### config.mk
export PLATFORM = sky130hd
export DESIGN_NAME = uart_tx_mmio
export DESIGN_NICKNAME = d
export VERILOG_FILES = /design/src/rtl/uart_mmio_pkg.sv /design/src/rtl/uart_tx_mmio_fifo.sv /design/src/rtl/uart_tx_mmio.sv
export SDC_FILE = /design/constraint.sdc
export NUM_CORES = 1
export LEC_CHECK = 0
export BUFFER_PORTS_ARGS = -buffer_cell sky130_fd_sc_hd__buf_2
export CAP_MARGIN = 10
export CORE_AREA = 2 2 137 139
export DETAILED_ROUTE_END_ITERATION = 8
export DIE_AREA = 0 0 139 141
export GPL_TIMING_DRIVEN = 0
export HOLD_SLACK_MARGIN = 0.1
export PLACE_DENSITY = 0.53
export SYNTH_ARGS = -nofsm -noshare
export SYNTH_HDL_FRONTEND = slang
export SYNTH_SLANG_ARGS = --single-unit
### constraint.sdc
create_clock -name i_clk -period 2.9 [get_ports i_clk]
set_input_delay 0 -clock i_clk [delete_from_list [all_inputs] [get_ports i_clk]]
set_output_delay 0 -clock i_clk [all_outputs]
set_load 0.02 [all_outputs]
### src/rtl/uart_mmio_pkg.sv
// Shared constants for the memory-mapped UART transmitter.
// Register offsets, STATUS bit positions, FSM encodings, frame shape.
package uart_mmio_pkg;

   localparam logic [2:0] OFF_TXDATA = 3'h0;
   localparam logic [2:0] OFF_STATUS = 3'h4;

   localparam int ST_BUSY  = 0;
   localparam int ST_FULL  = 1;
   localparam int ST_EMPTY = 2;
   localparam int ST_OVF   = 3;

   localparam int DATA_BITS = 8;

   typedef enum logic [1:0] {
      S_IDLE  = 2'd0,
      S_START = 2'd1,
      S_DATA  = 2'd2,
      S_STOP  = 2'd3
   } state_e;

endpackage

### src/rtl/uart_tx_mmio_fifo.sv
// Synchronous FIFO with wrapping pointers and occupancy count.
// Pushes while full and pops while empty are ignored.
module sync_fifo #(
   parameter int WIDTH = 8,
   parameter int DEPTH = 8
) (
   input  logic                   clk_i,
   input  logic                   rst_ni,
   input  logic                   push_i,
   input  logic                   pop_i,
   input  logic [WIDTH-1:0]       data_i,
   output logic [WIDTH-1:0]       data_o,
   output logic                   full_o,
   output logic                   empty_o,
   output logic [$clog2(DEPTH):0] count_o
);

   localparam int AW = $clog2(DEPTH);

   logic [WIDTH-1:0] mem_q [DEPTH];
   logic [AW-1:0]    wptr_q, wptr_d;
   logic [AW-1:0]    rptr_q, rptr_d;
   logic [AW:0]      count_q, count_d;
   logic             do_push, do_pop;

   assign full_o  = (count_q == (AW+1)'(DEPTH));
   assign empty_o = (count_q == '0);
   assign count_o = count_q;
   assign data_o  = mem_q[rptr_q];

   assign do_push = push_i & ~full_o;
   assign do_pop  = pop_i & ~empty_o;

   always_comb begin
      wptr_d  = wptr_q;
      rptr_d  = rptr_q;
      count_d = count_q;
      if (do_push) wptr_d = wptr_q + AW'(1);
      if (do_pop)  rptr_d = rptr_q + AW'(1);
      if (do_push && !do_pop) count_d = count_q + (AW+1)'(1);
      if (!do_push && do_pop) count_d = count_q - (AW+1)'(1);
   end

   always_ff @(posedge clk_i) begin
      if (!rst_ni) begin
         wptr_q  <= '0;
         rptr_q  <= '0;
         count_q <= '0;
      end else begin
         wptr_q  <= wptr_d;
         rptr_q  <= rptr_d;
         count_q <= count_d;
      end
   end

   // Storage needs no reset: the count gates every read.
   always_ff @(posedge clk_i) begin
      if (do_push) mem_q[wptr_q] <= data_i;
   end

endmodule

### src/rtl/uart_tx_mmio.sv
// Memory-mapped 8N1 UART transmitter with TX FIFO.
// Window: TXDATA at +0 (write-only), STATUS at +4.
module uart_tx_mmio
   import uart_mmio_pkg::*;
#(
   parameter logic [31:0] BASE_ADDR    = 32'h0000_1000,
   parameter int          CLKS_PER_BIT = 16,
   parameter int          FIFO_DEPTH   = 8
) (
   input  logic        i_clk,
   input  logic        i_resetn,
   input  logic [31:0] i_addr,
   input  logic [31:0] i_wdata,
   input  logic        i_we,
   output logic        o_sel,
   output logic [31:0] o_rdata,
   output logic        o_tx
);

   localparam int BW = (CLKS_PER_BIT > 1) ? $clog2(CLKS_PER_BIT) : 1;
   localparam logic [BW-1:0] BAUD_LAST = BW'(CLKS_PER_BIT - 1);
   localparam logic [2:0]    BIT_LAST  = 3'(DATA_BITS - 1);
   localparam int CW = $clog2(FIFO_DEPTH) + 1;

   state_e        state_q, state_d;
   logic [BW-1:0] baud_q, baud_d;
   logic [2:0]    bit_q, bit_d;
   logic [7:0]    shift_q, shift_d;
   logic          tx_q, tx_d;
   logic          ovf_q, ovf_d;

   logic [2:0]    off;
   logic          wr_data, wr_stat;
   logic          fifo_pop, fifo_full, fifo_empty;
   logic [7:0]    fifo_rdata;
   logic [CW-1:0] fifo_count;
   logic [3:0]    status;
   logic          baud_last;
   logic          unused_w;

   assign o_sel   = (i_addr[31:3] == BASE_ADDR[31:3]);
   assign off     = {i_addr[2], 2'b00};
   assign wr_data = o_sel & i_we & (off == OFF_TXDATA);
   assign wr_stat = o_sel & i_we & (off == OFF_STATUS);

   assign status[ST_BUSY]  = (state_q != S_IDLE) | ~fifo_empty;
   assign status[ST_FULL]  = fifo_full;
   assign status[ST_EMPTY] = fifo_empty;
   assign status[ST_OVF]   = ovf_q;

   assign o_rdata = (o_sel && off == OFF_STATUS) ? {28'd0, status} : '0;
   assign o_tx    = tx_q;
   assign unused_w = ^{i_wdata[31:8], i_addr[1:0], fifo_count};

   sync_fifo #(
      .WIDTH (8),
      .DEPTH (FIFO_DEPTH)
   ) u_fifo (
      .clk_i   (i_clk),
      .rst_ni  (i_resetn),
      .push_i  (wr_data),
      .pop_i   (fifo_pop),
      .data_i  (i_wdata[7:0]),
      .data_o  (fifo_rdata),
      .full_o  (fifo_full),
      .empty_o (fifo_empty),
      .count_o (fifo_count)
   );

   // Clear takes priority over a same-cycle drop.
   always_comb begin
      ovf_d = ovf_q;
      if (wr_data && fifo_full)         ovf_d = 1'b1;
      if (wr_stat && i_wdata[ST_OVF])   ovf_d = 1'b0;
   end

   assign baud_last = (baud_q == BAUD_LAST);

   always_comb begin
      state_d  = state_q;
      baud_d   = baud_q;
      bit_d    = bit_q;
      shift_d  = shift_q;
      fifo_pop = 1'b0;
      unique case (state_q)
         S_IDLE: begin
            if (!fifo_empty) begin
               fifo_pop = 1'b1;
               shift_d  = fifo_rdata;
               baud_d   = '0;
               bit_d    = '0;
               state_d  = S_START;
            end
         end
         S_START: begin
            if (baud_last) begin
               baud_d  = '0;
               bit_d   = '0;
               state_d = S_DATA;
            end else begin
               baud_d = baud_q + BW'(1);
            end
         end
         S_DATA: begin
            if (baud_last) begin
               baud_d = '0;
               if (bit_q == BIT_LAST) begin
                  state_d = S_STOP;
               end else begin
                  bit_d   = bit_q + 3'd1;
                  shift_d = {1'b0, shift_q[7:1]};
               end
            end else begin
               baud_d = baud_q + BW'(1);
            end
         end
         S_STOP: begin
            if (baud_last) begin
               baud_d = '0;
               if (!fifo_empty) begin
                  fifo_pop = 1'b1;
                  shift_d  = fifo_rdata;
                  bit_d    = '0;
                  state_d  = S_START;
               end else begin
                  state_d = S_IDLE;
               end
            end else begin
               baud_d = baud_q + BW'(1);
            end
         end
         default: state_d = S_IDLE;
      endcase
   end

   // Line level follows the next state so o_tx is a clean flop output.
   always_comb begin
      tx_d = 1'b1;
      if (state_d == S_START)     tx_d = 1'b0;
      else if (state_d == S_DATA) tx_d = shift_d[0];
   end

   always_ff @(posedge i_clk) begin
      if (!i_resetn) begin
         state_q <= S_IDLE;
         baud_q  <= '0;
         bit_q   <= '0;
         shift_q <= '0;
         tx_q    <= 1'b1;
         ovf_q   <= 1'b0;
      end else begin
         state_q <= state_d;
         baud_q  <= baud_d;
         bit_q   <= bit_d;
         shift_q <= shift_d;
         tx_q    <= tx_d;
         ovf_q   <= ovf_d;
      end
   end

endmodule

======== After elaboration in Yosys (flattened, before gate mapping) ========
Memory sizes are Yosys's and may differ from the RTL's. A register that Yosys moved wholly into a read port is not among the register bits.
Cells that the tools add are included.
word-level totals
  flip-flop bits (word level) ............. 29
  bits in writable memories ............... 64
  logic and storage cells ................. 90
  memories ................................ 1
cells by class
  $add $sub $neg .......................... 6
  equal/unequal tests ..................... 14
  multiplexer cells ....................... 33
  bitwise operators ....................... 9
  reduce and logical (&&, ||, !) cells .... 17
memories
  memory        depth  bits a word  rd ports  clocked after Yosys merged registers in  wr ports  line                     text
  u_fifo.mem_q  8      8            1         1                                        1         uart_tx_mmio_fifo.sv:20  logic [WIDTH-1:0] mem_q [DEPTH];
operators with widths
  cell                  count
  $mux 8                4
  $eq 29x10->1 const B  1
  $pmux 8 s3            1
  $mux 3                7
  $mux 4                5
  $pmux 3 s4            1
  $mux 2                5
  $ne 2x2->1 const B    5
  $add 3x1->3 const B   3
  $add 4x1->4 const B   2
  $eq 4x4->1 const B    2
  $pmux 2 s4            1
  $pmux 4 s2            1
  $reduce_and 4->1      2
  $mux 1                7
  $eq 2x2->1 const B    3
  $and 1x1->1           5
  $logic_and 1x1->1     5
  $eq 2x1->1 const B    2
  $logic_not 4->1       1
  $reduce_bool 2->1     2
  $sub 4x1->4 const B   1
  $eq 3x3->1 const B    1
  $logic_not 3->1       1
  8 further kinds       11

======== Logic depth before layout (Yosys ltp) ========
Gate-level depths: netlist of the first run.
  word-level depth ........................ 9
  gate-level depth with buffers ........... 12
  depth with buffers taken out ............ 11

======== Hierarchy ========
A second synthesis of the first run with hierarchy kept.
unflattened totals
  cell total of the unflattened synthesis .. 347
  area total of the unflattened synthesis .. 4580.6 um^2
by module, submodules not included
  module        times used  cells each  area an instance (um^2)  sequential area each (um^2)
  sync_fifo     1           168         3103.0                   2182.1
  uart_tx_mmio  1           179         1477.7                   380.4

======== Least setup slack after synthesis of the first run ========
Ideal clock, no wire load.
  path kind ............................... flip-flop to flip-flop
  start point ............................. reg state_q[0]
  end point ............................... reg u_fifo.count_q[2] (netlist: u_fifo.count_o[2])
  arrival time ............................ 2.352 ns
  required time ........................... 2.828 ns
  setup slack ............................. 0.475 ns
  cell stages (with the launch flop) ...... 11
  buffers on the path ..................... 0
  period minus slack after synthesis ...... 2.425 ns
  cells stage by stage .................... dfxtp_1 > ha_1 > a41oi_1 > nor3_2 > ha_1 > xor2_1 > ha_1 > a21oi_1 > xor2_1 > or3_1 > a21oi_1
between the ends
  word-level cells in the longest chain between the ends .. 6
  elaborated cells on any way between the ends .. 9
RTL lines
  element                                               line                     text
  from (decl)                                           uart_tx_mmio.sv:25       state_e state_q, state_d;
  from (signal assigned)                                uart_tx_mmio.sv:152      state_q <= state_d;
  $eq 2x2->1 / $logic_not 2->1 (equally long branches)  uart_tx_mmio.sv:85       unique case (state_q)
  $pmux 1 s2 (*)                                        uart_tx_mmio.sv:85
  $and 1x1->1 (*)                                       uart_tx_mmio_fifo.sv:32  assign do_pop = pop_i & ~empty_o;
  $logic_not 1->1                                       uart_tx_mmio_fifo.sv:40  if (do_push && !do_pop) count_d = count_q + (AW+1)'(1);
  $logic_and 1x1->1                                     uart_tx_mmio_fifo.sv:40
  $reduce_bool 2->1 (no source line)                    -
  to (signal assigned)                                  uart_tx_mmio_fifo.sv:52  count_q <= count_d;
  to (decl)                                             uart_tx_mmio_fifo.sv:23  logic [AW:0] count_q, count_d;
Mark *: on every way between the ends. The rest lies on a longest branch, timed or not.
A chain may end at the register's enable or synchronous reset.

======== Worst setup path after layout of the first run ========
Ends and elaborated chain as after synthesis.

==> results.cfg, run 1 <==
[outcome]
status = finished clean

[sta]
final_max_slew_viol_count = 0
finalSetupViolCount = 0
final.min_clock_period_ps = 2677
finClkSkew_ps = 4.965
grt_setup_unrepaired = no
slew-limit-headroom = 0.3317
post-route-period-util = 0.9230
worst_slack_ps = 223.2
timing.fmax_mhz = 373.6
worst_pin_slew_ps = 993.3
finalHoldViolCount = 0

[power_and_ir_drop]
p_int_mw = 2.099
power-per-cell-area_nw_per_um2 = 486.0
p_sw_frac = 0.2110
pwr-share-clk = 0.405
peakVddDrop_uv = 456.5
p_sw_mw = 0.5612
seq_power_share = 0.547
p_comb_frac = 0.048
power_leakage_nw = 1.995

[yosys]
ys_seq_area_frac = 0.5748
syn_avg_cell_area_um2 = 13.00
yosys_warnings = 0
synth_edf_count = 64
yosys_most_used_dff = edfxtp_1
netlist_area_um2 = 4458
syn_inst = 343
synth_cell_types = 50
synth_seq_cells = 96
ys_async_sr_fraction = 0

[worst_setup_path]
arrival_ps = 2940
crit_chain = ha_1 -> a41oi_2 -> nor3_4 -> ha_1 -> xor2_1 -> ha_1 -> a21oi_1 -> xor2_1 -> or3_1 -> a21oi_1
cp_common_cell = ha_1
cp-start-kind = flop
reg2reg_slack_ps = 220
critPathKind = reg -> reg
slowest_stage = dfxtp_1
path_max_fanout = 6
cpPeakStageDelay_ps = 440
crit_required_ps = 3170
crit_path_end_kind = flop

[placement]
dp_slack_ps = 68.51
portBuffers = 46
place_congestion = 0.7886
hpwl_um = 6520
dp.cells = 651
placed_cell_area_um2 = 5092

[clock_tree]
cts_tree = done
clkTransAtPathRegs_ps = 70
post_cts_buffers = 0
clkLatencyLatePin_ps = 340
h-tree-depth = 3
ctsRootBufferMaster = clkbuf_16
numCtsBuffers = 9
cts_sinks = 96
clock_path_buffers = 2

[cells_and_area]
layout-drive-gt1-share = 0.2754
final_cells = 677
nNetsFinal = 519
area_growth_pct = 22.76
n_fill_cell = 1842
fin_area_um2 = 5473
n_antenna_cell = 0

[drt]
drtIter0Drc = 121
remaining_drc_errors = 0
wire_per_inst_um = 13.68
vias = 2864
routed_wl_um = 9258
first_pass_iters = 4
viasPerCell = 4.230
ant_nets = 0

[die]
rows = 50
ioPinCount = 101
initial_utilization = 0.2440
core_area_um2 = 18270
die_area_um2 = 19600
dieWidth_um = 139
die_h_um = 141

[grt]
grt-ovfl-total = 0
grtUsageTotal = 0.09789
grt_pass1_wl_um = 14810
grt_pass1_vias = 2818
antenna_found_initial = 0
grt_max_degree = 16

[hold_path]
min_path_type = in -> reg

[job]
maxCapViolCount = 0
[synth_stat cells (2+ instances only)]
master	number	area [µm²]
buf_6	2	22.52
buf_2	3	15.01
a21oi_1	11	55.05
dfxtp_1	32	640.6
xor2_1	4	35.03
nor3_1	6	30.03
edfxtp_1	64	1922
nand3b_1	2	15.01
o21ai_0	16	80.08
xnor2_1	3	26.28
a21oi_2	2	17.52
mux4_2	16	360.4
a32oi_1	7	61.31
or4_4	2	22.52
and3_1	6	37.54
a31oi_1	2	12.51
nand3_1	2	10.01
or3_1	3	18.77
o21ai_1	6	30.03
mux2i_1	11	110.1
buf_4	29	217.7
nor2_1	31	116.4
and2_1	2	12.51
nand2_1	17	63.81
nand2b_1	5	31.28
nor3b_1	2	15.01
nand4_1	2	12.51
clkbuf_1	5	18.77
inv_1	6	22.52
ha_1	14	175.2
nor4_1	10	62.56
a22o_1	2	17.52
[layout by cell type (no fill, tap or decap), drive strengths merged, types with 2 or more instances in the layout]
cell type,instances
buf,82
edfxtp,64
dfxtp,32
nor2,31
conb,28
o21ai,22
nand2,17
clkbuf,17
mux4,16
ha,14
a21oi,13
mux2i,11
nor4,10
dlygate4sd3,10
a32oi,7
inv,7
nor3,7
and3,6
nand2b,5
xor2,4
clkinv,4
xnor2,3
or3,3
or4,3
nand3,3
nand4,2
and2,2
nor3b,2
nand3b,2
a22o,2
a31oi,2
nor4b,2
[worst max-delay path, delay by kind of cell (launching register included)]
family | cells | cell delay (ps)
and+or+nand+nor | 2 | 650
AOI/OAI and AO/OA | 3 | 410
adders and majority gates | 3 | 770
DFF | 1 | 440
xor gates and xnor gates | 2 | 320
[through the flow]
step / setup TNS, ps / power [mW] / hold slack (ps) / util
after floorplan: 0 / 1.559 / 98.87 / -
after global placement: -357.2 / 1.600 / 261.0 / 0.2782
after detailed placement: 0 / 1.603 / 280.6 / 0.2788
after CTS: 0 / 2.690 / 159.1 / 0.2988
after global routing: 0 / 2.756 / 188.8 / 0.2996
final: 0 / 2.660 / 182.2 / 0.2996
[state kept, by name, indices dropped and copies added, names as in the netlist, named ones only]
signal	count
ovf_q	1
shift_q	8
u_fifo.count_o	4
baud_q	4
u_fifo.rptr_q	3
o_tx	1
u_fifo.mem_q	64
bit_q	3
u_fifo.wptr_q	3
state_q	2
[layout make-up]
cell class | instances | area, µm² | area share
plain buffers | 40 | 277.8 | 0.05075
clock buffers | 12 | 236.5 | 0.04321
clock inverters | 4 | 30.03 | 0.005487
inverters | 7 | 26.28 | 0.004801
multi-input cells | 227 | 1712 | 0.3128
flip-flops and latches | 96 | 2562 | 0.4682
well taps | 234 | 292.8 | 0.05350
repair buffers | 57 | 335.3 | 0.06127
[path summary, 6_finish.rpt]
path              cells after the start        from           endpoint
hold / removal                        3   i_addr[2]              ovf_q
hold reg to reg                       1    bit_q[1]           bit_q[1]
setup / recovery                     10  state_q[0]  u_fifo.count_o[2]
setup reg to reg                     10  state_q[0]  u_fifo.count_o[2]
[layer usage]
layer	vias to the layer above	track usage	share of wire
met1	1344	0.1166	0.44
met4	0	0.03775	0.023
met3	16	0.02649	0.044
li1	1425	-	-
met5	-	0	0
met2	79	0.1693	0.49
[logic make-up (layout without fill, tap and decap cells)]
logic type / count (synthesis) / in the layout / share of synthesized area
muxes: 28 / 28 / 0.1081
and+or+nand+nor: 98 / 98 / 0.1210
buffers and inverters: 47 / 120 / 0.06820
adders and majority gates: 14 / 14 / 0.03929
AOI/OAI and AO/OA: 52 / 52 / 0.07410
DFF: 96 / 96 / 0.5748
xor gates and xnor gates: 7 / 7 / 0.01375
other: 1 / 28 / 0.0008412
[power groups by stage]
| stage | sequential, mW | clock, mW | combinational, mW |
|---|---|---|---|
| after floorplan | 1.49 | 0 | 0.0722 |
| after global placement | 1.49 | 0 | 0.114 |
| after detailed placement | 1.49 | 0 | 0.117 |
| after CTS | 1.46 | 1.11 | 0.128 |
| after global routing | 1.45 | 1.16 | 0.140 |
| final | 1.46 | 1.08 | 0.128 |
[repair_timing]
| item | in CTS | in global routing |
|---|---|---|
| hold buffers | 10 | 0 |
| setup endpoints to repair | 0 | 1 |
| gates resized for setup | 0 | 2 |
| hold endpoints to repair | 67 | 0 |
(Power assumes the default switching activity.)
==> inputs of run 2 (changes only) <==
clock period = 3.3 ns   (was 2.9 ns; I/O delays follow)
==> run 2 against run 1 <==
  * Die area unchanged
  * Critical endpoint unchanged
  * Sequential share of layout area up 0.12 points
  * Highest routed layer unchanged
  * Total power down 12%
==> results.cfg, run 2 (synthesized netlist as in run 1, its figures left out) <==
[cells_and_area]
n_fill_cell = 1844
largest_register = u_fifo.mem_q
layout-drive-gt1-share = 0.2731
largest_reg_flops = 64
area_growth_pct = 22.45
final_common_cell = edfxtp_1
top_regs = u_fifo.mem_q (64), shift_q (8)
n_antenna_cell = 0
nNetsFinal = 519
fin_area_um2 = 5459
mostFrequentLayoutCells = edfxtp_1, buf_2, dfxtp_1

[grt]
grt_max_degree = 16
grt_pass1_wl_um = 14810
grt_pass1_vias = 2818
antenna_found_initial = 0
grtUsageTotal = 0.09789
grt-ovfl-total = 0

[die]
core_area_um2 = 18270
dieWidth_um = 139
rows = 50
ioPinCount = 101
die_area_um2 = 19600
die_h_um = 141
initial_utilization = 0.2440

[clock_tree]
clock_path_buffers = 2
cts_sinks = 96
cts_tree = done
numCtsBuffers = 9
clkTransAtPathRegs_ps = 60
h-tree-depth = 3
ctsRootBufferMaster = clkbuf_16
post_cts_buffers = 0
clkLatencyLatePin_ps = 340

[sta]
finalSetupViolCount = 0
finClkSkew_ps = 4.855
slew-limit-headroom = 0.3449
grt_setup_unrepaired = no
worst_pin_slew_ps = 973.7
final_max_slew_viol_count = 0
post-route-period-util = 0.8524
timing.fmax_mhz = 355.5
finalHoldViolCount = 0
final.min_clock_period_ps = 2813
finalSetupTns_ps = 0

[worst_setup_path]
cp-start-kind = flop
cpPeakStageDelay_ps = 470
worstSetupStartpoint = state_q[0]
critical_path.endpoint = u_fifo.count_o[2]
crit_path_end_kind = flop
reg2reg_slack_ps = 490
crit_required_ps = 3560
slowest_stage = nor3_2
cp_common_cell = ha_1
crit_chain = ha_1 -> a41oi_1 -> nor3_2 -> ha_1 -> xor2_1 -> ha_1 -> a21oi_1 -> xor2_1 -> or3_1 -> a21oi_1
arrival_ps = 3080
path_max_fanout = 6
reg2reg_from = state_q[0]
r2r_end = u_fifo.count_o[2]
rr_worst_depth = 10
critPathKind = reg -> reg

[drt]
drtIter0Drc = 127
wl_met3_um = 405
routed.top_layer = met4
routed_wl_um = 9225
wl_met1_um = 4084
first_pass_iters = 4
viasPerCell = 4.238
ant_nets = 0
vias = 2869
wire_per_inst_um = 13.63
remaining_drc_errors = 0
dr_wl_met2_um = 4521

[power_and_ir_drop]
power-per-cell-area_nw_per_um2 = 427.8
power_leakage_nw = 2.000
total_power_mw = 2.335
peakVddDrop_uv = 401.0

[outcome]
status = finished clean

[hold_path]
min_from = i_addr[2]
min_path_type = in -> reg
holdPathStages = 3

[placement]
placed_cell_area_um2 = 5092
hpwl_um = 6520
place_congestion = 0.7886
portBuffers = 46

[job]
maxCapViolCount = 0
[run 2: cell type report]
class | instances | area (µm²) | share of cell area
timing repair buffer | 57 | 335.3 | 0.06143
inverter | 7 | 26.28 | 0.004813
clock inverter | 4 | 30.03 | 0.005501
sequential | 96 | 2562 | 0.4694
tap | 234 | 292.8 | 0.05363
clock buffer | 12 | 236.5 | 0.04332
multi-input combinational | 227 | 1698 | 0.3110
buffer | 40 | 277.8 | 0.05088
[run 2: power breakdown]
part | internal (mW) | leakage [nW] | switching [mW]
Combinational | 0.0505 | 1.04 | 0.0618
Sequential | 1.28 | 0.833 | 0.00000000413
Clock | 0.514 | 0.129 | 0.429
Total | 1.84 | 2.00 | 0.491
[run 2: metrics by stage]
stage          hold slack [ps]  setup slack [ps]  std cells    util
2_1_floorplan            98.87             875.3        370       -
3_3_place_gp             261.0             354.8        650  0.2782
3_5_place_dp             280.6             468.5        651  0.2788
4_1_cts                  159.1             439.1        677  0.2988
5_1_grt                  188.8             251.6        677  0.2988
6_report                 180.8             487.0        677  0.2988
[run 2: routing by layer]
| metal | vias up | track usage |
|---|---|---|
| li1 | 1424 | - |
| met1 | 1352 | 0.1166 |
| met2 | 77 | 0.1693 |
| met3 | 16 | 0.02649 |
| met4 | 0 | 0.03775 |
| met5 | - | 0 |
[run 2: worst min-delay path by stage]
stage	end	slack, ps
after detailed placement	u_fifo.mem_q[1][4]	280
after floorplan	u_fifo.mem_q[0][0]	100
final	ovf_q	180
after global routing	ovf_q	190
after global placement	u_fifo.mem_q[0][5]	260
after CTS	ovf_q	160
[run 2: worst max-delay path: cells and delay by family, from the launching register on]
family	cells	cell delay [ps]
XOR/XNOR	2	320
AO/OA/AOI/OAI	3	430
flip-flops	1	440
AND/OR/NAND/NOR	2	770
adder cells (fa/ha/maj)	3	770
[run 2: repair_timing]
action	CTS	global route
hold buffers	10	0
endpoints found under the hold margin	67	0
gates resized for setup	0	0
